**config.mk**
```make
export PLATFORM = sky130hd
export DESIGN_NAME = cart_mem_arbiter
export DESIGN_NICKNAME = d
export VERILOG_FILES = /design/src/rtl/cart_mem_pkg.sv /design/src/rtl/cart_mem_arbiter.sv
export SDC_FILE = /design/constraint.sdc
export NUM_CORES = 1
export LEC_CHECK = 0
export BUFFER_PORTS_ARGS = -buffer_cell sky130_fd_sc_hd__buf_2
export CAP_MARGIN = 20
export CORE_ASPECT_RATIO = 0.7
export CORE_MARGIN = 4
export CORE_UTILIZATION = 35
export CTS_CLUSTER_DIAMETER = 100
export CTS_CLUSTER_SIZE = 12
export DETAILED_ROUTE_END_ITERATION = 8
export SLEW_MARGIN = 40
export SYNTH_ARGS = -nofsm -noshare
export SYNTH_HDL_FRONTEND = slang
export SYNTH_SLANG_ARGS = --single-unit
export TNS_END_PERCENT = 5
```
**constraint.sdc**
```tcl
create_clock -name clk_sys -period 2.55 [get_ports clk_sys]
set_input_delay 0.1275 -clock clk_sys [delete_from_list [all_inputs] [get_ports clk_sys]]
set_output_delay 0.1275 -clock clk_sys [all_outputs]
set_load 0.03 [all_outputs]
```
**src/rtl/cart_mem_pkg.sv**
```systemverilog
// cart_mem_pkg: shared types and address mapping for the cart/BIOS SDRAM arbiter.
package cart_mem_pkg;
  typedef enum logic [1:0] {IDLE, WR_CMD, RD_CMD, BUSY} state_t;
  localparam logic [3:0] BIOS_PAGE = 4'hF;
  function automatic logic [15:0] map_dl_addr(input logic index0, input logic [15:0] addr);
    return index0 ? addr : {BIOS_PAGE, addr[11:0]};
  endfunction
endpackage

```
**src/rtl/cart_mem_arbiter.sv**
```systemverilog
// cart_mem_arbiter: sequences ROM download writes and core cart reads onto one SDRAM port.
// Defining CART_PREFETCH_EN adds a speculative read of the next cart address.
module cart_mem_arbiter
  import cart_mem_pkg::*;
#(
  parameter int MEM_LAT = 4,
  parameter int MEM_CYC = 6
) (
  input  logic        clk_sys,
  input  logic        reset_n,
  input  logic        ioctl_download,
  input  logic [7:0]  ioctl_index,
  input  logic        ioctl_wr,
  input  logic [24:0] ioctl_addr,
  input  logic [7:0]  ioctl_dout,
  input  logic        cart_rd,
  input  logic [15:0] cart_addr,
  output logic [7:0]  cart_do,
  output logic        cart_valid,
  output logic [15:0] mem_addr,
  output logic [7:0]  mem_din,
  output logic        mem_we,
  output logic        mem_rd,
  input  logic [7:0]  mem_dout,
  output logic        wr_overrun
);
  state_t state;
  logic [15:0] hold_addr, req_addr, cur_addr, rd_next, ld_addr;
  logic [7:0] hold_data, cnt, ld_data;
  logic wr_pend, cur_valid, dl_q;
  logic wr_in, dl_fall, rd_trig, sample_ok, done, idle_free, rd_go, ld_cur, unused_ok;
  assign wr_in = ioctl_download & ioctl_wr;
  assign dl_fall = dl_q & ~ioctl_download;
  assign rd_trig = ~ioctl_download & cart_rd & (~cur_valid | (cur_addr != cart_addr));
  assign idle_free = (state == IDLE) & ~wr_pend;
  // cnt counts cycles since the strobe; mem_dout is captured on the edge closing strobe+MEM_LAT-1
  assign sample_ok = (state == BUSY) & (cnt == 8'(MEM_LAT - 1)) & ~ioctl_download;
  assign done = (state == BUSY) & (cnt == 8'(MEM_CYC - 2));
  assign unused_ok = ^{ioctl_index[7:1], ioctl_addr[24:16]};
`ifdef CART_PREFETCH_EN
  logic [15:0] pf_addr;
  logic [7:0] pf_data;
  logic pf_valid, pf_want, spec, pf_hit, pf_go, pf_take;
  assign pf_hit = pf_valid & (pf_addr == cart_addr);
  assign pf_take = idle_free & rd_trig & pf_hit;
  assign pf_go = idle_free & ~rd_trig & pf_want & ~ioctl_download;
  assign rd_go = (idle_free & rd_trig & ~pf_hit) | pf_go;
  assign rd_next = pf_go ? cur_addr + 16'd1 : cart_addr;
  assign ld_cur = (sample_ok & ~spec) | pf_take;
  assign ld_addr = pf_take ? pf_addr : req_addr;
  assign ld_data = pf_take ? pf_data : mem_dout;
  always_ff @(posedge clk_sys)
    if (!reset_n) begin
      pf_addr <= '0;
      pf_data <= '0;
      pf_valid <= 1'b0;
      pf_want <= 1'b0;
      spec <= 1'b0;
    end else begin
      if (rd_go) spec <= pf_go;
      if (sample_ok & spec) begin
        pf_addr <= req_addr;
        pf_data <= mem_dout;
        pf_valid <= 1'b1;
      end
      if (wr_in | dl_fall) pf_valid <= 1'b0;
      pf_want <= (sample_ok & ~spec) | (pf_want & ~(rd_go | pf_take | wr_in | dl_fall));
    end
`else
  assign rd_go = idle_free & rd_trig;
  assign rd_next = cart_addr;
  assign ld_cur = sample_ok;
  assign ld_addr = req_addr;
  assign ld_data = mem_dout;
`endif
  always_ff @(posedge clk_sys)
    if (!reset_n) begin
      state <= IDLE;
      cnt <= '0;
      wr_pend <= 1'b0;
      wr_overrun <= 1'b0;
      hold_addr <= '0;
      hold_data <= '0;
      req_addr <= '0;
      cur_addr <= '0;
      cur_valid <= 1'b0;
      dl_q <= 1'b0;
      mem_addr <= '0;
      mem_din <= '0;
      mem_we <= 1'b0;
      mem_rd <= 1'b0;
      cart_do <= '0;
      cart_valid <= 1'b0;
    end else begin
      dl_q <= ioctl_download;
      cart_valid <= cur_valid & (cur_addr == cart_addr);
      mem_we <= 1'b0;
      mem_rd <= 1'b0;
      // a held byte that is not being issued this cycle is never overwritten
      if (wr_in && wr_pend && state != WR_CMD) wr_overrun <= 1'b1;
      else if (wr_in) begin
        hold_addr <= map_dl_addr(ioctl_index[0], ioctl_addr[15:0]);
        hold_data <= ioctl_dout;
        wr_pend <= 1'b1;
      end else if (state == WR_CMD) wr_pend <= 1'b0;
      if (ld_cur) begin
        cart_do <= ld_data;
        cur_addr <= ld_addr;
        cur_valid <= 1'b1;
      end
      if (dl_fall) cur_valid <= 1'b0;
      case (state)
        IDLE:
          if (wr_pend) begin
            state <= WR_CMD;
            mem_we <= 1'b1;
            mem_addr <= hold_addr;
            mem_din <= hold_data;
          end else if (rd_go) begin
            state <= RD_CMD;
            mem_rd <= 1'b1;
            mem_addr <= rd_next;
            req_addr <= rd_next;
          end
        WR_CMD, RD_CMD: begin
          state <= BUSY;
          cnt <= 8'd1;
        end
        default: begin
          cnt <= cnt + 8'd1;
          if (done) state <= IDLE;
        end
      endcase
    end
endmodule

```
==> qor.csv <==
stage;metric;value;unit
synthesis;seq_area_frac_synth;48.7;%
synthesis;synth_top_family_by_area;simple AND/OR/NAND/NOR gates;
floorplan;die_area;0.0142;mm²
timing;finalCritPeriodShare;82.5;%
floorplan;num_io_pins;106;
synthesis;synth_warnings;0;
critical_path;worstSetupPathType;reg2reg;
synthesis;synth.top_cell.area_share;48.7;%
clock_tree;clk_pin_slew_worst_paths;0.07;ns
routing;avgRoutedWirePerCell;14.3;µm
clock_tree;clock-sinks;105;
floorplan;coreArea;0.0119;mm²
synthesis;synth_cells;473;
placed_design;dp_hpwl;7140;µm
final_layout;seqCellArea;0.00210;mm²
placed_design;io_buffers;89;
global_route;gr-total-overflow;0;
timing;min_period;2.10;ns
critical_path;cp.arrival;2.38;ns
synthesis;synth.area.top_cells;dfxtp_1 (49%), nand2_1 (11%), a21boi_0 (5.7%), mux2i_1 (4.4%), xnor2_1 (3.7%);
hold_path;worstHoldPathType;in2reg;
synthesis;synth_area;0.00432;mm²
power_and_ir_drop;power_density;741;mW/mm²
synthesis;synth_edf_count;0;
critical_path;rr_startpoint;state[0];
timing;finalMaxSlewViolations;0;
final_layout;multiInputGateArea;0.00204;mm²
synthesis;syn_area_per_cell;9.13;µm²
hold_path;min_path_cells;3;
global_route;grt_pass1_vias;3289;
global_route;grt_pass1_wl;16500;µm
global_route;track_usage;14.6;%
placed_design;gp_congestion;0.771;
routing;drc;0;
global_route;grt_max_degree;56;
timing;setup_viol;0;
timing;fmax;476;MHz
clock_tree;clock_path_buffers;2;
routing;viasPerCell;4.82;
synthesis;synth_top_area_cell;dfxtp_1;
final_layout;final_layout_size_suffix_gt1_share;21.8;%
critical_path;critical_path.max_fanout;17;
floorplan;row_count;33;
clock_tree;cts_resized;0;
clock_tree;cts_htree_levels;3;
final_layout;final_cell_mix;nand2_1 (127), dfxtp_1 (105), buf_2 (89);
timing;skew;0.00924;ns
floorplan;die-width;141;µm
critical_path;endpoint_kind;flip-flop;
clock_tree;post_cts.repair.setup_buffers;0;
routing;via_count;3434;
synthesis;synth_compound_area_share;17.4;%
global_route;antenna_found_initial;0;
clock_tree;root_buffer;clkbuf_16;
hold_path;hold_start;mem_dout[0];
clock_tree;cts_hold_buf;0;
timing;tns;0;ns
routing;first_pass_iters;5;
routing;drtIter0Drc;159;
synthesis;async_reset_ff_share;0;%
power_and_ir_drop;report.power.total;3.83;mW
critical_path;worst_ep_required_time;2.83;ns
final_layout;nets;625;
critical_path;rr_endpoint;ld_addr[13];
routing;wl;10200;µm
floorplan;start_util;36.3;%
synthesis;synthXorXnorAreaFrac;4.46;%
clock_tree;clk_latency;0.35;ns
final_layout;area_growth;19.5;%
synthesis;synth_nets;548;
clock_tree;numCtsBuffers;9;
power_and_ir_drop;leakage;2.02;nW
synthesis;synth_simple_gate_area_share;19.3;%
floorplan;die_h;101;µm
critical_path;r2r_slack;0.45;ns
critical_path;startpoint_type;flip-flop;
timing;relSlewSlack;65.9;%
synthesis;synth_flop_cell;dfxtp_1;
timing;hold_viol;0;
final_layout;final_common_cell;nand2_1;
timing;worst_pin_slew;0.511;ns
routing;antenna_left;0;
critical_path;rr_worst_depth;9;
synthesis;synth_seq_cells;105;
final_layout;nFillCells;1173;
clock_tree;cts_tree;yes;
synthesis;synthAdderAreaFrac;1.45;%
synthesis;ys_types;39;
flow_run;drv_cap;0;
final_layout;antenna_cells;0;
power_and_ir_drop;peakVddDrop;0.390;mV
timing;rsz0062_at_grt;false;
synthesis;muxShareOfSynthArea;4.40;%
hold_path;hold_path_end;cart_do[0];
run_status;outcome;finished clean;
==> per-stage QoR <==
step	util, %	worst slack, ns	hold slack [ns]	area (µm²)	instances
after detailed placement	41.0	0.464	0.377	4870	696
after global routing	43.4	0.286	0.0167	5160	712
after global placement	40.9	0.514	0.371	4870	696
final	43.4	0.447	0.0179	5160	712
after floorplan	-	0.763	0.249	4320	473
after CTS	43.4	0.442	0.00420	5160	712
==> flip-flops by register name (all words and copies together) (netlist names), 2 cells and up <==
signal     count
ld_addr       16
mem_din        8
state          2
cur_addr      16
hold_addr     16
hold_data      8
cart_do        8
cnt            8
mem_addr      16
==> worst max-delay path, stage by stage, from the launching register on <==
cell and delay (ns):
dfxtp_1 0.34, inv_1 0.07, ha_1 0.32, inv_1 0.13, nor2_1 0.20, nand3b_1 0.14, a31oi_4 0.34, buf_4 0.28
nand3_1 0.10, o21ai_0 0.09
==> where the power goes <==
group	leakage [nW]	total [mW]	internal, mW	switching (mW)
combinational	1.03	0.650	0.231	0.419
clock	0.139	1.34	0.687	0.653
sequential	0.853	1.83	1.76	0.0705
==> how the worst max path moves through the flow <==
stage,start,endpoint,slack (ns)
after CTS,state[0],ld_addr[9],0.44
after global placement,state[0],ld_addr[13],0.51
after global routing,state[1],ld_addr[5],0.29
after floorplan,state[0],ld_addr[10],0.76
after detailed placement,state[1],ld_addr[9],0.46
final,state[0],ld_addr[13],0.45
==> area by class of cell <==
type / instances / area share, %
Multi-Input combinational cell: 329 / 39.5
Inverter: 8 / 0.582
Clock buffer: 10 / 4.44
Sequential cell: 105 / 40.7
Timing Repair Buffer: 97 / 9.79
Clock inverter: 6 / 1.14
Tap cell: 157 / 3.81
==> cell families (layout without fill, tap and decap cells) <==
logic type      Yosys count  count (layout)
mux                      19              19
xor+xnor                 22              22
simple gates            183             183
flops                   105             105
compound gates          100             100
buf+inv                  39             121
fa+ha+maj                 5               5
==> cell usage after synthesis (all sizes together), types with 2 or more instances <==
cell and count:
a21boi 53, a31oi 2, and2 3, and3 2, buf 12, clkbuf 19
dfxtp 105, ha 5, inv 8, mux2i 19, nand2 127, nand3 22
nand3b 6, nand4 3, nor2 10, nor2b 3, nor4 2, o211a 4
o21ai 21, o2bb2ai 16, xnor2 18, xor2 4
==> layer usage <==
layer / part of all wire [%] / routed length, µm / vias to the layer above / GRT usage, %
met2: 42 / 4270 / 93 / 21.8
met3: 7.7 / 786 / 5 / 5.22
li1: - / - / 1751 / -
met5: 0 / 0 / - / 0
met1: 49 / 5020 / 1585 / 19.9
met4: 0.89 / 91 / 0 / 4.24
Power figures use the tool's default switching activity.
